==> config.mk <==
export PLATFORM = sky130hd
export DESIGN_NAME = dragon_wave_scheduler
export DESIGN_NICKNAME = d
export VERILOG_FILES = /design/src/rtl/dragon_wave_scheduler.sv
export SDC_FILE = /design/constraint.sdc
export NUM_CORES = 1
export LEC_CHECK = 0
export CORE_MARGIN = 2
export CORE_UTILIZATION = 44
export DETAILED_ROUTE_END_ITERATION = 10
export PLACE_DENSITY = 0.7
export SLEW_MARGIN = 20
export SYNTH_ARGS = -nofsm -noshare
export SYNTH_HDL_FRONTEND = slang
export SYNTH_SLANG_ARGS = --single-unit
==> constraint.sdc <==
create_clock -name clk_22 -period 9.45 [get_ports clk_22]
set_input_delay 0.945 -clock clk_22 [delete_from_list [all_inputs] [get_ports clk_22]]
set_output_delay 0.945 -clock clk_22 [all_outputs]
set_load 0.01 [all_outputs]
==> src/rtl/dragon_wave_scheduler.sv <==
// -----------------------------------------------------------------------------
// dragon_wave_scheduler
//
// Owns NUM_SLOTS dragon enemy slots. On every move_tick one pass walks the
// slots 0..NUM_SLOTS-1, one slot per clock, sharing a single position-update
// datapath. For each slot the pass applies:
//   - movement (left by STEP, up/down by STEP depending on rnd[0]),
//   - death when the new position leaves the board,
//   - a respawn cooldown for dead slots,
//   - a cap on how many slots may be alive at the same time.
// Collision kills are accepted every cycle, independent of the pass.
//
// Optional feature: define DRAGON_SCHED_STATS_EN to add the kill_count output.
// It counts kill-induced deaths only and saturates at 16'hFFFF.
//
// Ports
//   clk_22       in   1            system clock
//   rst          in   1            synchronous reset, active low
//   move_tick    in   1            one-cycle strobe that starts a pass
//   rnd          in   10           LFSR value, used in the cycle a slot is scanned
//   kill         in   NUM_SLOTS    per-slot hit from collision logic
//   pos_x        out  10*NUM_SLOTS packed x; slot i in bits [10i+9:10i]
//   pos_y        out  10*NUM_SLOTS packed y; slot i in bits [10i+9:10i]
//   alive        out  NUM_SLOTS    per-slot show_valid
//   spawn_pulse  out  1            one-cycle pulse when a slot respawns
//   spawn_id     out  3            slot that respawned, valid with spawn_pulse
//   busy         out  1            high while a pass is in progress
//   kill_count   out  16           (DRAGON_SCHED_STATS_EN only) kill deaths
// -----------------------------------------------------------------------------
module dragon_wave_scheduler #(
  parameter int NUM_SLOTS = 4,
  parameter int STEP      = 5,
  parameter int COOLDOWN  = 100,
  parameter int MAX_ALIVE = 3,
  parameter int X_MAX     = 640,
  parameter int Y_MAX     = 480,
  parameter int MARGIN    = 3,
  parameter int SX_BASE   = 450,
  parameter int SX_RANGE  = 200,
  parameter int SY_BASE   = 160,
  parameter int SY_RANGE  = 320
) (
  input  logic                   clk_22,
  input  logic                   rst,
  input  logic                   move_tick,
  input  logic [9:0]             rnd,
  input  logic [NUM_SLOTS-1:0]   kill,
  output logic [10*NUM_SLOTS-1:0] pos_x,
  output logic [10*NUM_SLOTS-1:0] pos_y,
  output logic [NUM_SLOTS-1:0]   alive,
  output logic                   spawn_pulse,
  output logic [2:0]             spawn_id,
  output logic                   busy
`ifdef DRAGON_SCHED_STATS_EN
  ,
  output logic [15:0]            kill_count
`endif
);

  localparam int CD_W  = $clog2(COOLDOWN + 1);
  localparam int CNT_W = $clog2(NUM_SLOTS + 1);

  typedef enum logic [1:0] {S_IDLE, S_SCAN, S_DONE} state_t;

  state_t     state_q;
  logic [2:0] idx_q;
  logic       pending_q;
  logic       busy_q;

  logic [9:0]           x_q     [NUM_SLOTS];
  logic [9:0]           x_d     [NUM_SLOTS];
  logic [9:0]           y_q     [NUM_SLOTS];
  logic [9:0]           y_d     [NUM_SLOTS];
  logic [CD_W-1:0]      cd_q    [NUM_SLOTS];
  logic [CD_W-1:0]      cd_d    [NUM_SLOTS];
  logic [NUM_SLOTS-1:0] alive_q;
  logic [NUM_SLOTS-1:0] alive_d;
  logic                 spawn_pulse_q;
  logic [2:0]           spawn_id_q;

  // Shared per-slot datapath: operands of the slot under scan.
  logic [9:0]      cur_x, cur_y, nx, ny, spawn_x, spawn_y;
  logic            cur_alive;
  logic [CD_W-1:0] cur_cd;
  logic [CNT_W-1:0] alive_cnt;
  logic            scan, edge_hit, respawn;

  assign scan = (state_q == S_SCAN);

  always_comb begin
    cur_x     = '0;
    cur_y     = '0;
    cur_alive = 1'b0;
    cur_cd    = '0;
    for (int i = 0; i < NUM_SLOTS; i++) begin
      if (idx_q == 3'(i)) begin
        cur_x     = x_q[i];
        cur_y     = y_q[i];
        cur_alive = alive_q[i];
        cur_cd    = cd_q[i];
      end
    end
  end

  always_comb begin
    alive_cnt = '0;
    for (int i = 0; i < NUM_SLOTS; i++) begin
      alive_cnt = alive_cnt + CNT_W'(alive_q[i]);
    end
  end

  // 10-bit wrap is intentional: an underflow lands above the board limit and
  // is caught by the >= comparisons as a death.
  assign nx = cur_x - 10'(STEP);
  assign ny = rnd[0] ? (cur_y + 10'(STEP)) : (cur_y - 10'(STEP));
  assign edge_hit = (nx < 10'(MARGIN)) || (nx >= 10'(X_MAX)) ||
                    (ny < 10'(MARGIN)) || (ny >= 10'(Y_MAX));

  assign spawn_x = 10'(SX_BASE) + (rnd % 10'(SX_RANGE));
  assign spawn_y = 10'(SY_BASE) + ({rnd[4:0], rnd[9:5]} % 10'(SY_RANGE));

  // Only the scanned slot can respawn, so at most one respawn per cycle.
  assign respawn = scan && !cur_alive && (cur_cd == '0) &&
                   (alive_cnt < CNT_W'(MAX_ALIVE));

  always_comb begin
    alive_d = alive_q;
    for (int i = 0; i < NUM_SLOTS; i++) begin
      x_d[i]  = x_q[i];
      y_d[i]  = y_q[i];
      cd_d[i] = cd_q[i];
      if (scan && (idx_q == 3'(i))) begin
        if (alive_q[i]) begin
          if (edge_hit) begin
            alive_d[i] = 1'b0;
            cd_d[i]    = CD_W'(COOLDOWN);
          end else begin
            x_d[i] = nx;
            y_d[i] = ny;
          end
        end else if (cd_q[i] != '0) begin
          cd_d[i] = cd_q[i] - CD_W'(1);
        end else if (respawn) begin
          alive_d[i] = 1'b1;
          x_d[i]     = spawn_x;
          y_d[i]     = spawn_y;
        end
      end
      // A hit on a live slot overrides whatever the scan decided and freezes
      // the position; hits on dead slots are ignored entirely.
      if (kill[i] && alive_q[i]) begin
        alive_d[i] = 1'b0;
        cd_d[i]    = CD_W'(COOLDOWN);
        x_d[i]     = x_q[i];
        y_d[i]     = y_q[i];
      end
    end
  end

  // Pass sequencer.
  always_ff @(posedge clk_22) begin
    if (!rst) begin
      state_q   <= S_IDLE;
      idx_q     <= '0;
      pending_q <= 1'b0;
      busy_q    <= 1'b0;
    end else begin
      case (state_q)
        S_IDLE: begin
          if (move_tick || pending_q) begin
            state_q   <= S_SCAN;
            idx_q     <= '0;
            busy_q    <= 1'b1;
            pending_q <= 1'b0;
          end
        end
        S_SCAN: begin
          if (move_tick) pending_q <= 1'b1;
          if (idx_q == 3'(NUM_SLOTS - 1)) begin
            state_q <= S_DONE;
          end else begin
            idx_q <= idx_q + 3'd1;
          end
        end
        S_DONE: begin
          if (move_tick) pending_q <= 1'b1;
          state_q <= S_IDLE;
          busy_q  <= 1'b0;
        end
        default: begin
          state_q <= S_IDLE;
          busy_q  <= 1'b0;
        end
      endcase
    end
  end

  // Slot state and spawn report.
  always_ff @(posedge clk_22) begin
    if (!rst) begin
      for (int i = 0; i < NUM_SLOTS; i++) begin
        x_q[i]  <= '0;
        y_q[i]  <= '0;
        cd_q[i] <= '0;
      end
      alive_q       <= '0;
      spawn_pulse_q <= 1'b0;
      spawn_id_q    <= '0;
    end else begin
      for (int i = 0; i < NUM_SLOTS; i++) begin
        x_q[i]  <= x_d[i];
        y_q[i]  <= y_d[i];
        cd_q[i] <= cd_d[i];
      end
      alive_q       <= alive_d;
      spawn_pulse_q <= respawn;
      if (respawn) spawn_id_q <= idx_q;
    end
  end

`ifdef DRAGON_SCHED_STATS_EN
  logic [15:0]      kill_count_q;
  logic [15:0]      kill_count_d;
  logic [CNT_W-1:0] kill_hits;
  logic [16:0]      kill_sum;

  always_comb begin
    kill_hits = '0;
    for (int i = 0; i < NUM_SLOTS; i++) begin
      kill_hits = kill_hits + CNT_W'(kill[i] & alive_q[i]);
    end
    kill_sum     = {1'b0, kill_count_q} + 17'(kill_hits);
    kill_count_d = kill_sum[16] ? 16'hFFFF : kill_sum[15:0];
  end

  always_ff @(posedge clk_22) begin
    if (!rst) kill_count_q <= '0;
    else      kill_count_q <= kill_count_d;
  end

  assign kill_count = kill_count_q;
`endif

  generate
    for (genvar gi = 0; gi < NUM_SLOTS; gi++) begin : g_pack
      assign pos_x[10*gi +: 10] = x_q[gi];
      assign pos_y[10*gi +: 10] = y_q[gi];
    end
  endgenerate

  assign alive       = alive_q;
  assign spawn_pulse = spawn_pulse_q;
  assign spawn_id    = spawn_id_q;
  assign busy        = busy_q;

endmodule

==> impl_summary.log <==
INFO  metric run_status = finished clean
INFO  metric power.static_leakage = 3.75 nW
INFO  metric detailedRoute.firstIterationViolations = 1039
INFO  metric timing.hold.ws = 0.475 ns
INFO  metric worstSetupStartpoint = idx_q[0]
INFO  metric clock-root-buffer = sky130_fd_sc_hd__clkbuf_16
INFO  metric synth.lib_cells_used.distinct = 90
INFO  metric timing.critical_path.slowest_cell_delay = 0.91 ns
INFO  metric finalWorstPathRequiredPeriod = 5.64 ns
INFO  metric slew_hr = 23.9%
INFO  metric place.port_buffers = 105
INFO  metric yosys.cell_count.top_type = sky130_fd_sc_hd__nand2_1
INFO  metric grt_pass1_wl = 47.7 mm
INFO  metric clock_insertion_delay_worst_skew = 0.43 ns
INFO  metric number_of_enable_type_register_cells_in_the_synthesized_netlist = 0
INFO  metric report.power.total = 0.00195 W
INFO  metric placeableCoreArea = 0.0202 sq mm
INFO  metric muxShareOfSynthArea = 5.05%
INFO  metric critical_path_arrival = 5.89 ns
INFO  metric cts.htree.levels = 4
INFO  metric finish.net_count = 1273
INFO  metric postSynthRegisterBits = 123
INFO  metric timing_worst_slew_pin_value = 1.14 ns
INFO  metric synth_nets = 1221
INFO  metric drtAntennaViolNets = 0
INFO  metric post-place-ws = 3.55 ns
INFO  metric final-max-slew-violation-count = 0
INFO  metric cts_made_buffers = 17
INFO  metric cp_max_fo = 28
INFO  metric floorplan.die.width = 147 microns
INFO  metric grt_pass1_vias = 8440
INFO  metric setup_viol = 0
INFO  metric avg_vias_per_cell = 6.26
INFO  metric m1WireLength = 13.2 mm
INFO  metric cts_resized = 0
INFO  metric worst_setup_end_kind = flop
INFO  metric routed.top_layer = met4
INFO  metric remaining_drc_errors = 0
INFO  metric layoutNonFillerInstCount = 1504
INFO  metric holdCritStartpoint = y_q[2][0]
INFO  metric dp_cells = 1473
INFO  metric critical_path.top_delay_family = simple AND/OR/NAND/NOR gates
INFO  metric wl_per_cell = 20.2 microns
INFO  metric synth_xor_xnor_area_share = 2.61%
INFO  metric post_route_clock_period_utilization = 59.6%
INFO  metric fraction_of_final_layout_cells_sized_beyond_drive_strength_1 = 9.16%
INFO  metric synth.cells.most_frequent = 140 x sky130_fd_sc_hd__nand2_1, 126 x sky130_fd_sc_hd__a21oi_1, 123 x sky130_fd_sc_hd__dfxtp_1, 96 x sky130_fd_sc_hd__nor2_1, 91 x sky130_fd_sc_hd__o21ai_0
INFO  metric routed_wl = 30.4 mm
INFO  metric met2WireLength = 13.3 mm
INFO  metric starting_density = 44.7%
INFO  metric worst_r2r_startpoint = idx_q[0]
INFO  metric post_synth_inst_count = 1170
INFO  metric critPathSlowestCell = sky130_fd_sc_hd__nor2_2
INFO  metric area_growth = 19.0%
INFO  metric startpoint_type = flop
INFO  metric setup_repair_after_global_routing_missed_its_margin = no
INFO  metric dr.pass1.iters = 5
INFO  metric pin_count_of_the_biggest_net_entering_global_routing = 68
INFO  metric warning_count_from_the_yosys_run = 0
INFO  metric netlist_area = 0.00901 sq mm
INFO  metric cap_viol_max_count = 0
INFO  metric skew = 0.00984 ns
INFO  metric critical_path.cell_chain = ha_1 -> ha_1 -> buf_4 -> a211oi_1 -> o21ai_1 -> and2_1 -> inv_1 -> fa_1 -> nor2b_1 -> o21a_1 -> nor2_1 -> xnor2_1 -> nor4_1 -> and4_1 -> a211oi_4 -> buf_4 -> a31oi_4 -> nor2_2 -> o21ai_0
INFO  metric io_pins = 106
INFO  metric ctsHoldBuffers = 0
INFO  metric antenna_found_initial = 0
INFO  metric postCtsSetupBuffers = 0
INFO  metric cts_num_sinks = 123
INFO  metric die_y = 147 microns
INFO  metric track_usage = 27.8%
INFO  metric overflow = 0
INFO  metric routed-via-count = 9414
INFO  metric cp.buffers_inverters = 3
INFO  metric max_clock_freq = 177 MHz
INFO  metric synthFlopType = sky130_fd_sc_hd__dfxtp_1
INFO  metric synth_adder_area_share = 5.00%
INFO  metric floorplan_die_area = 0.0216 sq mm
INFO  metric synthArstFlopShare = 0%
INFO  metric portion_of_synthesized_cell_area_occupied_by_the_leading_cell_type = 27.3%
INFO  metric min-delay-path-class = reg2reg
INFO  metric timing.final.hold_violations = 0
INFO  metric synth_simple_gate_area_share = 20.7%
INFO  metric final_weighted_congestion_of_routability_driven_global_placement = 0.938
INFO  metric worst_ep_required_time = 9.71 ns
INFO  metric power.density_cell_area = 182 mW/mm^2
INFO  metric yosys-top-cells-area = sky130_fd_sc_hd__dfxtp_1 27%, sky130_fd_sc_hd__a21oi_1 7.0%, sky130_fd_sc_hd__nand2_1 5.8%
INFO  metric final.setup.worst_slack = 3.81 ns
INFO  metric yosys.area.top_type = sky130_fd_sc_hd__dfxtp_1
INFO  metric dp_hpwl = 21.0 mm
INFO  metric cts.path.max_buffers = 2
INFO  metric vdd.ir_drop.worst = 0.000120 V
INFO  metric setup_tns = 0 ns
INFO  metric cts_tree = built
INFO  metric num_antenna_cells = 0
INFO  metric synth.avg_cell_area = 7.70 sq um
INFO  metric worst_setup_hold_path_clk_slew = 0.06 ns
INFO  metric synth_seq_area_share = 27.3%
INFO  metric synth-compound-area-share = 32.9%
INFO  metric route.met3.wl = 2.99 mm
INFO  metric site_row_count = 52
INFO  metric setup.worst_path.class = reg2reg
INFO  metric dominant_combinational_cell_family_by_area_after_synthesis = compound AO/OA/AOI/OAI gates
## worst reg2reg max path: cells and delay by family, from the launching register on
kind,cells,cell delay [ns]
fa+ha+maj,3,0.75
compound gates,6,1.12
xor+xnor,1,0.44
flops,1,0.40
simple gates,6,1.91
buf+inv,3,0.86
## stage by stage
| step | area (sq um) | util [%] |
|---|---|---|
| floorplan | 9010 | - |
| global placement | 10100 | 50.1 |
| detailed placement | 10100 | 50.1 |
| CTS | 10700 | 53.2 |
| global route | 10700 | 53.2 |
| finish | 10700 | 53.2 |
## final cells by class
type	instances	area, sq um
repair buffers	121	1170
well taps	270	338
flip-flops and latches	123	2460
multi-input cells	916	5980
inverters	43	161
clock inverters	8	140
clock buffers	23	478
fillers	1956	9450
## registers in the layout, summed over array words and instances, names as in the netlist
signal,count
x_q,40
y_q,40
cd_q,28
alive,4
idx_q,3
spawn_id,3
state_q,2
busy,1
pending_q,1
spawn_pulse,1
## placed cells by master, fill, tap and decap left out, drive strengths merged, types with 8 or more instances in the layout
master         synthesis  routed
a31oi                 12      12
nand2                140     140
a22o                  12      12
clkdlybuf4s50          0     104
buf                   26      17
xnor2                 18      18
nor2                  99      99
o211ai                19      19
dfxtp                123     123
nand3                 29      29
xor2                   8       8
ha                    32      32
nor4                  11      11
mux2i                 41      41
a32oi                  8       8
nand4                 13      13
inv                   39      40
o21ai                101     101
nor3                  30      30
a211oi                45      45
nand2b                19      19
and3                   9       9
clkbuf                62      23
o2111ai               11      11
a21oi                129     129
a221oi                 9       9
or3                    8       8
## kinds of logic after synthesis
family                   count (synthesis)
AND/OR/NAND/NOR                        393
XOR/XNOR                                26
flip-flops                             123
AO/OA/AOI/OAI                          417
buffers and inverters                  131
adder cells (fa/ha/maj)                 35
multiplexers                            45
## power breakdown
part / internal (W) / leakage [nW] / switching [W]
clock: 0.000459 / 0.307 / 0.000242
sequential: 0.000546 / 0.992 / 0.0000263
combinational: 0.000230 / 2.46 / 0.000447
## path summary, 6_finish.rpt
path | to | slack [ns] | depth (start not counted)
min reg2reg | y_q[2][0] | 0.47 | 2
max | x_q[1][2] | 3.81 | 19
min | y_q[2][0] | 0.47 | 2
max reg2reg | x_q[1][2] | 3.81 | 19
## metal layers
metal / track usage [%] / vias to the layer above
li1: - / 4403
met1: 39.0 / 4474
met2: 41.9 / 477
met3: 5.16 / 60
met4: 11.4 / 0
met5: 0 / -
Power figures use the tool's default switching activity.
